==> config.mk <==
export PLATFORM = sky130hd
export DESIGN_NAME = epc_bridge_flat
export DESIGN_NICKNAME = d
export VERILOG_FILES = /design/src/rtl/epc_bridge_if.sv /design/src/rtl/epc_bridge.sv /design/src/flat_wrapper.sv
export SDC_FILE = /design/constraint.sdc
export NUM_CORES = 1
export LEC_CHECK = 0
export CAP_MARGIN = 15
export CORE_ASPECT_RATIO = 1.25
export CORE_MARGIN = 2
export CORE_UTILIZATION = 35
export CTS_CLUSTER_DIAMETER = 80
export DETAILED_ROUTE_END_ITERATION = 16
export DONT_BUFFER_PORTS = 1
export SYNTH_ARGS = -nofsm -noshare
export SYNTH_HDL_FRONTEND = slang
export SYNTH_SLANG_ARGS = --single-unit
==> constraint.sdc <==
create_clock -name clk -period 2.4 [get_ports clk]
set_clock_uncertainty 0.15 [all_clocks]
set_input_delay 0.48 -clock clk [delete_from_list [all_inputs] [get_ports clk]]
set_output_delay 0.48 -clock clk [all_outputs]
set_load 0.02 [all_outputs]
==> src/rtl/epc_bridge_if.sv <==
// ----------------------------------------------------------------------------
// epc_bridge_if
// Bundles the EPC master side and the peripheral channel side of epc_bridge.
//   slave  : view taken by the bridge (EPC inputs, peripheral outputs)
//   master : view taken by the environment driving the bridge
// Signals:
//   epc_ncs/epc_nrd/epc_nwr  EPC chip select and strobes (active low, async)
//   epc_addr, epc_wdata      EPC address / write data
//   epc_rdata, epc_rdy       registered read data, access complete
//   p_ncs, p_rs, p_nrd,      per-channel chip selects (one-cold), register
//   p_nwr, p_wdata           select, peripheral strobes, latched write data
//   p_rdata, p_rdy           packed per-channel read data and ready
//   err_clr, timeout_err,    sticky error flag clear and flags
//   decode_err
// ----------------------------------------------------------------------------
interface epc_bridge_if #(
    parameter int unsigned NUM_CH = 4,
    parameter int unsigned DATA_W = 8,
    parameter int unsigned ADDR_W = 6
);
    logic                       epc_ncs;
    logic [ADDR_W-1:0]          epc_addr;
    logic                       epc_nrd;
    logic                       epc_nwr;
    logic [DATA_W-1:0]          epc_wdata;
    logic [DATA_W-1:0]          epc_rdata;
    logic                       epc_rdy;
    logic [NUM_CH-1:0]          p_ncs;
    logic                       p_rs;
    logic                       p_nrd;
    logic                       p_nwr;
    logic [DATA_W-1:0]          p_wdata;
    logic [NUM_CH*DATA_W-1:0]   p_rdata;
    logic [NUM_CH-1:0]          p_rdy;
    logic                       err_clr;
    logic                       timeout_err;
    logic                       decode_err;

    modport slave (
        input  epc_ncs, epc_addr, epc_nrd, epc_nwr, epc_wdata, p_rdata, p_rdy, err_clr,
        output epc_rdata, epc_rdy, p_ncs, p_rs, p_nrd, p_nwr, p_wdata, timeout_err, decode_err
    );

    modport master (
        output epc_ncs, epc_addr, epc_nrd, epc_nwr, epc_wdata, p_rdata, p_rdy, err_clr,
        input  epc_rdata, epc_rdy, p_ncs, p_rs, p_nrd, p_nwr, p_wdata, timeout_err, decode_err
    );
endinterface

==> src/rtl/epc_bridge.sv <==
// ----------------------------------------------------------------------------
// epc_bridge
// Bridges an asynchronous EPC master onto NUM_CH simple peripheral channels.
// An access is detected on the synchronised EPC strobes, the target channel
// is strobed with one cycle of address/data setup, and the bridge waits for
// the channel ready (bounded by TIMEOUT cycles) before signalling epc_rdy
// until the master releases its strobe.
// Ports:
//   clk  system clock (rising edge)
//   rst  asynchronous active-high reset
//   bus  epc_bridge_if.slave (EPC master side + peripheral channel side)
// ----------------------------------------------------------------------------
module epc_bridge #(
    parameter int unsigned       NUM_CH   = 4,
    parameter int unsigned       DATA_W   = 8,
    parameter int unsigned       ADDR_W   = 6,
    parameter int unsigned       TIMEOUT  = 255,
    parameter logic [DATA_W-1:0] ERR_DATA = '1
) (
    input  logic          clk,
    input  logic          rst,
    epc_bridge_if.slave   bus
);

    localparam int unsigned CH_W    = ADDR_W - 3;
    localparam logic [15:0] TO_LAST = 16'(TIMEOUT - 1);

    typedef enum logic [1:0] {StIdle, StSetup, StAccess, StHold} state_e;

    state_e            r_state;
    state_e            w_state_nxt;

    // Two-stage synchronisers for the asynchronous EPC controls
    logic              r_ncs_meta, r_ncs_sync;
    logic              r_nrd_meta, r_nrd_sync;
    logic              r_nwr_meta, r_nwr_sync;

    // Set once IDLE has seen both strobes released; gates the next start
    logic              r_armed;

    logic [CH_W-1:0]   r_ch;
    logic              r_rs;
    logic              r_wr;
    logic [DATA_W-1:0] r_wdata;
    logic [DATA_W-1:0] r_rdata;
    logic [15:0]       r_cnt;
    logic              r_timeout_err;
    logic              r_decode_err;

    logic [CH_W-1:0]   w_addr_ch;
    logic              w_ch_ok;
    logic              w_start;
    logic              w_dec_err;
    logic              w_own_rel;
    logic              w_abort;
    logic              w_rdy_sel;
    logic [DATA_W-1:0] w_rdata_sel;
    logic              w_capture;
    logic              w_set_to;
    logic              w_set_dec;
    logic [NUM_CH-1:0] w_p_ncs;
    logic              w_p_nrd;
    logic              w_p_nwr;

    assign w_addr_ch = bus.epc_addr[ADDR_W-1:3];

    // The EPC address is sampled directly at detection: the master holds it
    // stable for the whole strobe, which is already two cycles old by then.
    always_comb begin
        w_ch_ok = 1'b0;
        for (int unsigned k = 0; k < NUM_CH; k++) begin
            if (w_addr_ch == CH_W'(k)) begin
                w_ch_ok = 1'b1;
            end
        end
    end

    assign w_start   = (r_state == StIdle) && r_armed && !r_ncs_sync &&
                       (!r_nrd_sync || !r_nwr_sync);
    assign w_dec_err = !w_ch_ok || (bus.epc_addr[1:0] != 2'b00) || (!r_nrd_sync && !r_nwr_sync);

    // Released = the strobe of the latched direction is back high
    assign w_own_rel = r_wr ? r_nwr_sync : r_nrd_sync;
    assign w_abort   = w_own_rel || r_ncs_sync;

    always_comb begin
        w_rdy_sel   = 1'b0;
        w_rdata_sel = '0;
        for (int unsigned k = 0; k < NUM_CH; k++) begin
            if (r_ch == CH_W'(k)) begin
                w_rdy_sel   = bus.p_rdy[k];
                w_rdata_sel = bus.p_rdata[k*DATA_W +: DATA_W];
            end
        end
    end

    // Next-state logic
    always_comb begin
        w_state_nxt = r_state;
        w_capture   = 1'b0;
        w_set_to    = 1'b0;
        w_set_dec   = 1'b0;
        unique case (r_state)
            StIdle: begin
                if (w_start) begin
                    if (w_dec_err) begin
                        w_state_nxt = StHold;
                        w_set_dec   = 1'b1;
                    end else begin
                        w_state_nxt = StSetup;
                    end
                end
            end
            StSetup: begin
                w_state_nxt = w_abort ? StIdle : StAccess;
            end
            StAccess: begin
                if (w_abort) begin
                    w_state_nxt = StIdle;
                end else if (w_rdy_sel) begin
                    // Ready takes priority over a timeout in the same cycle
                    w_state_nxt = StHold;
                    w_capture   = !r_wr;
                end else if (r_cnt == TO_LAST) begin
                    w_state_nxt = StHold;
                    w_set_to    = 1'b1;
                end
            end
            StHold: begin
                if (w_own_rel) begin
                    w_state_nxt = StIdle;
                end
            end
            default: w_state_nxt = StIdle;
        endcase
    end

    // Peripheral strobes decode straight from state so reset acts at once
    always_comb begin
        w_p_ncs = '1;
        w_p_nrd = 1'b1;
        w_p_nwr = 1'b1;
        if (r_state == StSetup || r_state == StAccess) begin
            for (int unsigned k = 0; k < NUM_CH; k++) begin
                if (r_ch == CH_W'(k)) begin
                    w_p_ncs[k] = 1'b0;
                end
            end
        end
        if (r_state == StAccess) begin
            w_p_nrd = r_wr;
            w_p_nwr = !r_wr;
        end
    end

    always_ff @(posedge clk or posedge rst) begin
        if (rst) begin
            r_state       <= StIdle;
            r_ncs_meta    <= 1'b1;
            r_ncs_sync    <= 1'b1;
            r_nrd_meta    <= 1'b1;
            r_nrd_sync    <= 1'b1;
            r_nwr_meta    <= 1'b1;
            r_nwr_sync    <= 1'b1;
            r_armed       <= 1'b0;
            r_ch          <= '0;
            r_rs          <= 1'b0;
            r_wr          <= 1'b0;
            r_wdata       <= '0;
            r_rdata       <= '0;
            r_cnt         <= '0;
            r_timeout_err <= 1'b0;
            r_decode_err  <= 1'b0;
        end else begin
            r_ncs_meta <= bus.epc_ncs;
            r_ncs_sync <= r_ncs_meta;
            r_nrd_meta <= bus.epc_nrd;
            r_nrd_sync <= r_nrd_meta;
            r_nwr_meta <= bus.epc_nwr;
            r_nwr_sync <= r_nwr_meta;

            r_state <= w_state_nxt;

            if (r_state != StIdle || w_start) begin
                r_armed <= 1'b0;
            end else if (r_nrd_sync && r_nwr_sync) begin
                r_armed <= 1'b1;
            end

            if (w_start) begin
                r_ch    <= w_addr_ch;
                r_rs    <= bus.epc_addr[2];
                // Both strobes low is a decode error; it is then held as a write
                r_wr    <= !r_nwr_sync;
                r_wdata <= bus.epc_wdata;
            end

            if (r_state == StSetup) begin
                r_cnt <= '0;
            end else if (r_state == StAccess) begin
                r_cnt <= r_cnt + 16'd1;
            end

            if (w_set_dec || w_set_to) begin
                r_rdata <= ERR_DATA;
            end else if (w_capture) begin
                r_rdata <= w_rdata_sel;
            end

            if (w_set_to) begin
                r_timeout_err <= 1'b1;
            end else if (bus.err_clr) begin
                r_timeout_err <= 1'b0;
            end

            if (w_set_dec) begin
                r_decode_err <= 1'b1;
            end else if (bus.err_clr) begin
                r_decode_err <= 1'b0;
            end
        end
    end

    assign bus.p_ncs       = w_p_ncs;
    assign bus.p_nrd       = w_p_nrd;
    assign bus.p_nwr       = w_p_nwr;
    assign bus.p_rs        = r_rs;
    assign bus.p_wdata     = r_wdata;
    assign bus.epc_rdata   = r_rdata;
    assign bus.epc_rdy     = (r_state == StHold);
    assign bus.timeout_err = r_timeout_err;
    assign bus.decode_err  = r_decode_err;

endmodule

==> src/flat_wrapper.sv <==
// flat-port wrapper written by rule: the top's interface ports become plain ports
module epc_bridge_flat 
#(
    parameter int unsigned       NUM_CH   = 4,
    parameter int unsigned       DATA_W   = 8,
    parameter int unsigned       ADDR_W   = 6,
    parameter int unsigned       TIMEOUT  = 255,
    parameter logic [DATA_W-1:0] ERR_DATA = '1
)
  (clk, rst, bus_epc_ncs, bus_epc_addr, bus_epc_nrd, bus_epc_nwr, bus_epc_wdata, bus_p_rdata, bus_p_rdy, bus_err_clr, bus_epc_rdata, bus_epc_rdy, bus_p_ncs, bus_p_rs, bus_p_nrd, bus_p_nwr, bus_p_wdata, bus_timeout_err, bus_decode_err);
  epc_bridge_if #(.NUM_CH(NUM_CH), .DATA_W(DATA_W), .ADDR_W(ADDR_W)) bus_i ();
  input  logic clk;
  input  logic rst;
  input wire logic [$bits(bus_i.epc_ncs)-1:0] bus_epc_ncs;
  input wire logic [$bits(bus_i.epc_addr)-1:0] bus_epc_addr;
  input wire logic [$bits(bus_i.epc_nrd)-1:0] bus_epc_nrd;
  input wire logic [$bits(bus_i.epc_nwr)-1:0] bus_epc_nwr;
  input wire logic [$bits(bus_i.epc_wdata)-1:0] bus_epc_wdata;
  input wire logic [$bits(bus_i.p_rdata)-1:0] bus_p_rdata;
  input wire logic [$bits(bus_i.p_rdy)-1:0] bus_p_rdy;
  input wire logic [$bits(bus_i.err_clr)-1:0] bus_err_clr;
  output wire logic [$bits(bus_i.epc_rdata)-1:0] bus_epc_rdata;
  output wire logic [$bits(bus_i.epc_rdy)-1:0] bus_epc_rdy;
  output wire logic [$bits(bus_i.p_ncs)-1:0] bus_p_ncs;
  output wire logic [$bits(bus_i.p_rs)-1:0] bus_p_rs;
  output wire logic [$bits(bus_i.p_nrd)-1:0] bus_p_nrd;
  output wire logic [$bits(bus_i.p_nwr)-1:0] bus_p_nwr;
  output wire logic [$bits(bus_i.p_wdata)-1:0] bus_p_wdata;
  output wire logic [$bits(bus_i.timeout_err)-1:0] bus_timeout_err;
  output wire logic [$bits(bus_i.decode_err)-1:0] bus_decode_err;
  assign bus_i.epc_ncs = bus_epc_ncs;
  assign bus_i.epc_addr = bus_epc_addr;
  assign bus_i.epc_nrd = bus_epc_nrd;
  assign bus_i.epc_nwr = bus_epc_nwr;
  assign bus_i.epc_wdata = bus_epc_wdata;
  assign bus_i.p_rdata = bus_p_rdata;
  assign bus_i.p_rdy = bus_p_rdy;
  assign bus_i.err_clr = bus_err_clr;
  assign bus_epc_rdata = bus_i.epc_rdata;
  assign bus_epc_rdy = bus_i.epc_rdy;
  assign bus_p_ncs = bus_i.p_ncs;
  assign bus_p_rs = bus_i.p_rs;
  assign bus_p_nrd = bus_i.p_nrd;
  assign bus_p_nwr = bus_i.p_nwr;
  assign bus_p_wdata = bus_i.p_wdata;
  assign bus_timeout_err = bus_i.timeout_err;
  assign bus_decode_err = bus_i.decode_err;
  epc_bridge #(.NUM_CH(NUM_CH), .DATA_W(DATA_W), .ADDR_W(ADDR_W), .TIMEOUT(TIMEOUT), .ERR_DATA(ERR_DATA)) u_core (.clk(clk), .rst(rst), .bus(bus_i));
endmodule
Yosys cells after proc, flatten, opt, wreduce, memory -nomap -nowiden --
Index checks and enable logic that the tools add are counted.
Word-level totals: bits in registers 48, output and inout bits 26, word-level logic and storage cells 105
Operators by class: equal/unequal tests 13, multiplexer cells 47, reduce and logical (&&, ||, !) cells 28, $add $sub $neg 1
Operators with widths (number):
- $mux W8 | 6
- $mux W16 | 2
- $mux W1 | 30
- $add A16 B1 Y16 const B | 1
- $eq A16 B8 Y1 const B | 1
- $mux W2 | 7
- $reduce_bool A2 Y1 | 7
- $eq A3 B2 Y1 const B | 4
- $pmux W2 S4 | 1
- $logic_or A1 B1 Y1 | 7
- $eq A3 B1 Y1 const B | 2
- $logic_not A3 Y1 | 2
- $logic_and A1 B1 Y1 | 5
- $logic_not A1 Y1 | 5
- $eq A2 B2 Y1 const B | 2
- $mux W4 | 1
- $ne A2 B1 Y1 const B | 2
- $ne A4 B1 Y1 const B | 1
- $reduce_and A3 Y1 | 1
- $eq A2 B1 Y1 const B | 1
- $logic_not A2 Y1 | 1

Longest topological paths before layout --
word-level depth 13, gate-level depth with buffers 7, depth with buffers taken out 7

Worst setup path after synthesis --
No wires, ideal clock.
path type reg2out, from register u_core.r_state[0], to output port bus_p_ncs[0], setup slack 0.260 ns, stages on the path, launching flop included 6, path buffers 1, required time 1.770 ns, arrival time 1.510 ns, cells stage by stage dfrtp_1 > inv_1 > ha_1 > clkbuf_1 > nand2b_1 > or3_1
Between the ends: cells in the longest elaborated chain, start to end 3, elaborated cells between the ends (all ways) 4
Ends and longest elaborated chain:
- start: declaration | line epc_bridge.sv:30 | state_e r_state;
- start signal: assignment | line epc_bridge.sv:158 | r_state <= StIdle;
- start signal: assignment | line epc_bridge.sv:182 | r_state <= w_state_nxt;
- $eq A2 B1 Y1 / $eq A2 B2 Y1 (equally long branches) | line epc_bridge.sv:143 | if (r_state == StSetup || r_state == StAccess) begin
- $logic_or A1 B1 Y1 (*) | line epc_bridge.sv:143
- $mux W4 (*) | line epc_bridge.sv:143
- end: declaration | line flat_wrapper.sv:24 | output wire logic [$bits(bus_i.p_ncs)-1:0] bus_p_ncs;
Every way passes the cells marked *; elsewhere a longest branch is shown, timed or not.

Worst setup path after layout --
Ends and elaborated chain as after synthesis.

==> results.md <==
* Startpoint types: flop
* Area of the multi-input gates at 1190 um^2
* Sequential share of power at 44.8%
* Post-Synthesis Cells at 224
* Syn Std Cell Area at 2470 um^2
* Asr flop ratio synth at 100%
* Clock Power Share at 19.4%
* RD Place Congestion at 0.737
* Initial antenna violation count at 0
* CP cell instances: inv_1 > ha_4 > nand2b_1 > or3_4
* Vias per cell at 5.18
* Worst-path fanout max at 8
* Arrival time at the worst endpoint at 1.65 ns
* Combinational power share at 35.8%
* Pwr dens at 1140 nW/um^2
* Core area at 6890 um^2
* Die area at 7760 um^2
* Core Rows at 34
* Clk sinks at 48
* Sequential area share after synthesis at 48.9%
* IO Count at 82
* Hold Crit Endpoint: u_core.r_nwr_meta
* Fin cells at 322
* Fraction of layout cells with a size suffix above 1 at 25.4%
* Ant. Diodes at 0
* Placed Cells incl. Taps at 313
* Leakage power at 0.00119 uW
* First-pass GRT wire length at 8160 um
* Vias in the first global route at 1730
* Max VDD drop at 339 uV
* Final hold viol count at 0
* Outcome: completed
* YS warnings at 0
* R2R Path End: u_core.r_state[1]
* Post-layout util at 39.9%
* # fillers at 669
* WS Path Type: reg -> out
* HP Class: in -> reg
* Achievable Freq at 439 MHz
* Via count at 1669
* Worst endpoint required time at 1.77 ns
* FF/Latch Area at 1210 um^2
* Net Count, Synth at 287
* Net Sw Frac at 38.7%
* Worst slew pin tran at 0.564 ns
* Number of buffers added on ports at 0
* GR Util All Layers at 13.4%
* Synth Register Bits at 48
* Slew Viols, Final at 0
* Synthesized area per cell at 11.0 um^2
* Number of synthesized flops with an enable pin at 0
* Max-slew headroom at 62.0%
* Worst Hold Path Cells at 0
* Post-DP HPWL at 3950 um
* Final ANT Viol Nets at 0
* Internal power at 1930 uW
* Worst R2R Path Depth at 7
* Post-route DRC at 0
* Area Growth Syn to Fin at 11.1%
* Post-synth cell types at 45
* Switch Pwr at 1210 uW
* R2r setup slk at 0.15 ns
* CP endpoint kind: output port
* Post-route cell area at 2750 um^2
* Slowest-stage cell, CP: dfrtp_1
* Routed WL at 5070 um
* Die Span X at 79.2 um
* Clock Path Buffers at 2
* Min-delay src: bus_epc_nwr
* Min Tclk post-route at 2.28 ns
* Post-DP Area at 2590 um^2
* Count of final setup violators at 0
* Final Cycle Share at 95.0%
* Clock Pin Slew Worst Setup and Hold Paths at 0.09 ns
* Hold WS at 0.0181 ns
* Maxcap violations at 0
* Inserted Clock Buffers at 5
* Worst reg2reg startpoint: u_core.r_cnt[0]
* Largest net degree at the start of global routing at 26
* Fin nets at 294
* Skew-Pair Late Insertion Delay at 0.30 ns
* Chip height at 98.0 um
* Total grt overflow at 0
* Drt first pass iters at 4
* CP peak stage delay at 0.41 ns
* Initial detailed-routing violation count at 81
* H-tree Lvls at 2
* Root buf cell: clkbuf_8
* Initial Utilization at 35.9%
* Primary FF master, synth: dfrtp_1
* WL/cell at 15.7 um
* CTS tree: done
## logic make-up after synthesis
family	synth area share (%)
mux	14.8
simple gates	19.5
buf+inv	3.95
compound gates	5.42
xor+xnor	3.90
flops	48.9
fa+ha+maj	3.54
## synth_stat cells, drive strengths merged (4+ instances only)
cell type	count	area share [%]
nor3	4	0.81
dfrtp	42	43
or3b	8	2.8
mux4	8	7.3
mux2i	4	1.6
nand3	15	3.0
nor2	22	3.3
buf	6	1.8
o21ai	6	1.2
inv	10	1.5
dfstp	6	6.4
clkbuf	4	0.61
ha	7	3.5
xor2	6	2.1
xnor2	5	1.8
mux2	13	5.9
nand2	23	3.5
## final cells by class
| class | count | share of cell area [%] |
|---|---|---|
| Timing Repair Buffer | 10 | 2.82 |
| Clock buffer | 6 | 3.01 |
| Multi-Input combinational cell | 156 | 43.3 |
| Clock inverter | 2 | 1.41 |
| Sequential cell | 48 | 44.0 |
| Inverter | 10 | 1.37 |
| Tap cell | 90 | 4.10 |
## cells in the final DEF (no fill, tap or decap), types with 3 or more instances in the layout
cell type	synthesis	layout
dfrtp_1	42	42
nand2_1	23	23
nor2_1	22	22
nand3_1	15	15
mux2_2	13	13
inv_1	10	9
buf_4	1	9
mux4_2	8	8
o21ai_0	6	6
xor2_1	6	6
or3b_2	6	6
ha_1	7	6
clkbuf_8	0	6
dfstp_2	6	6
xnor2_1	5	5
mux2i_1	4	4
nor3_1	4	4
nand2b_1	3	3
o22ai_1	3	3
## per-layer routing
metal,vias up,wire length (um),GRT usage (%),part of all wire (%)
met5,-,0,0,0
met4,0,52,4.77,1.0
met3,4,333,3.33,6.6
met2,60,2720,24.9,54
met1,812,1970,14.4,39
li1,793,-,-,-
## registers in the layout (all words and copies together) (netlist names), 2 cells and up
register              count
u_core.r_cnt             16
u_core.bus.p_wdata        8
u_core.r_ch               3
u_core.r_state            2
u_core.bus.epc_rdata      8
## how the worst max path moves through the flow
stage                       from           endpoint  slack, ns
3_5_place_dp   u_core.r_state[0]   u_core.r_cnt[15]       0.19
4_1_cts        u_core.r_state[0]       bus_p_ncs[0]       0.03
6_report       u_core.r_state[0]       bus_p_ncs[0]       0.12
3_3_place_gp     u_core.r_cnt[0]  u_core.r_state[1]       0.20
5_1_grt          u_core.r_cnt[0]  u_core.r_state[1]     -0.007
2_1_floorplan  u_core.r_state[0]       bus_p_ncs[0]       0.26
## worst max-delay path, delay by kind of cell, from the launching register on
kind | cells | cell delay [ns]
simple gates | 2 | 0.49
flops | 1 | 0.41
fa+ha+maj | 1 | 0.32
buf+inv | 1 | 0.12
## repair_timing
action	in CTS	in global routing
setup buffers	0	0
endpoints found under the hold margin	23	0
resized for setup	2	2
endpoints found under the setup margin	1	2
hold buffers	1	0
## metrics by stage
stage,worst slack (ns),setup TNS (ns),total power (uW)
6_report,0.121,0,3140
5_1_grt,-0.00730,-0.00730,3340
4_1_cts,0.0302,0,3150
3_5_place_dp,0.187,0,2500
3_3_place_gp,0.203,0,2480
2_1_floorplan,0.260,0,2260
## power groups by stage
stage | clock network, uW | registers, uW | logic [uW]
after global routing | 660 | 1430 | 1250
final | 610 | 1410 | 1120
after global placement | 0 | 1420 | 1060
after detailed placement | 0 | 1420 | 1080
after CTS | 635 | 1410 | 1110
after floorplan | 0 | 1350 | 914
(Power assumes the default switching activity.)
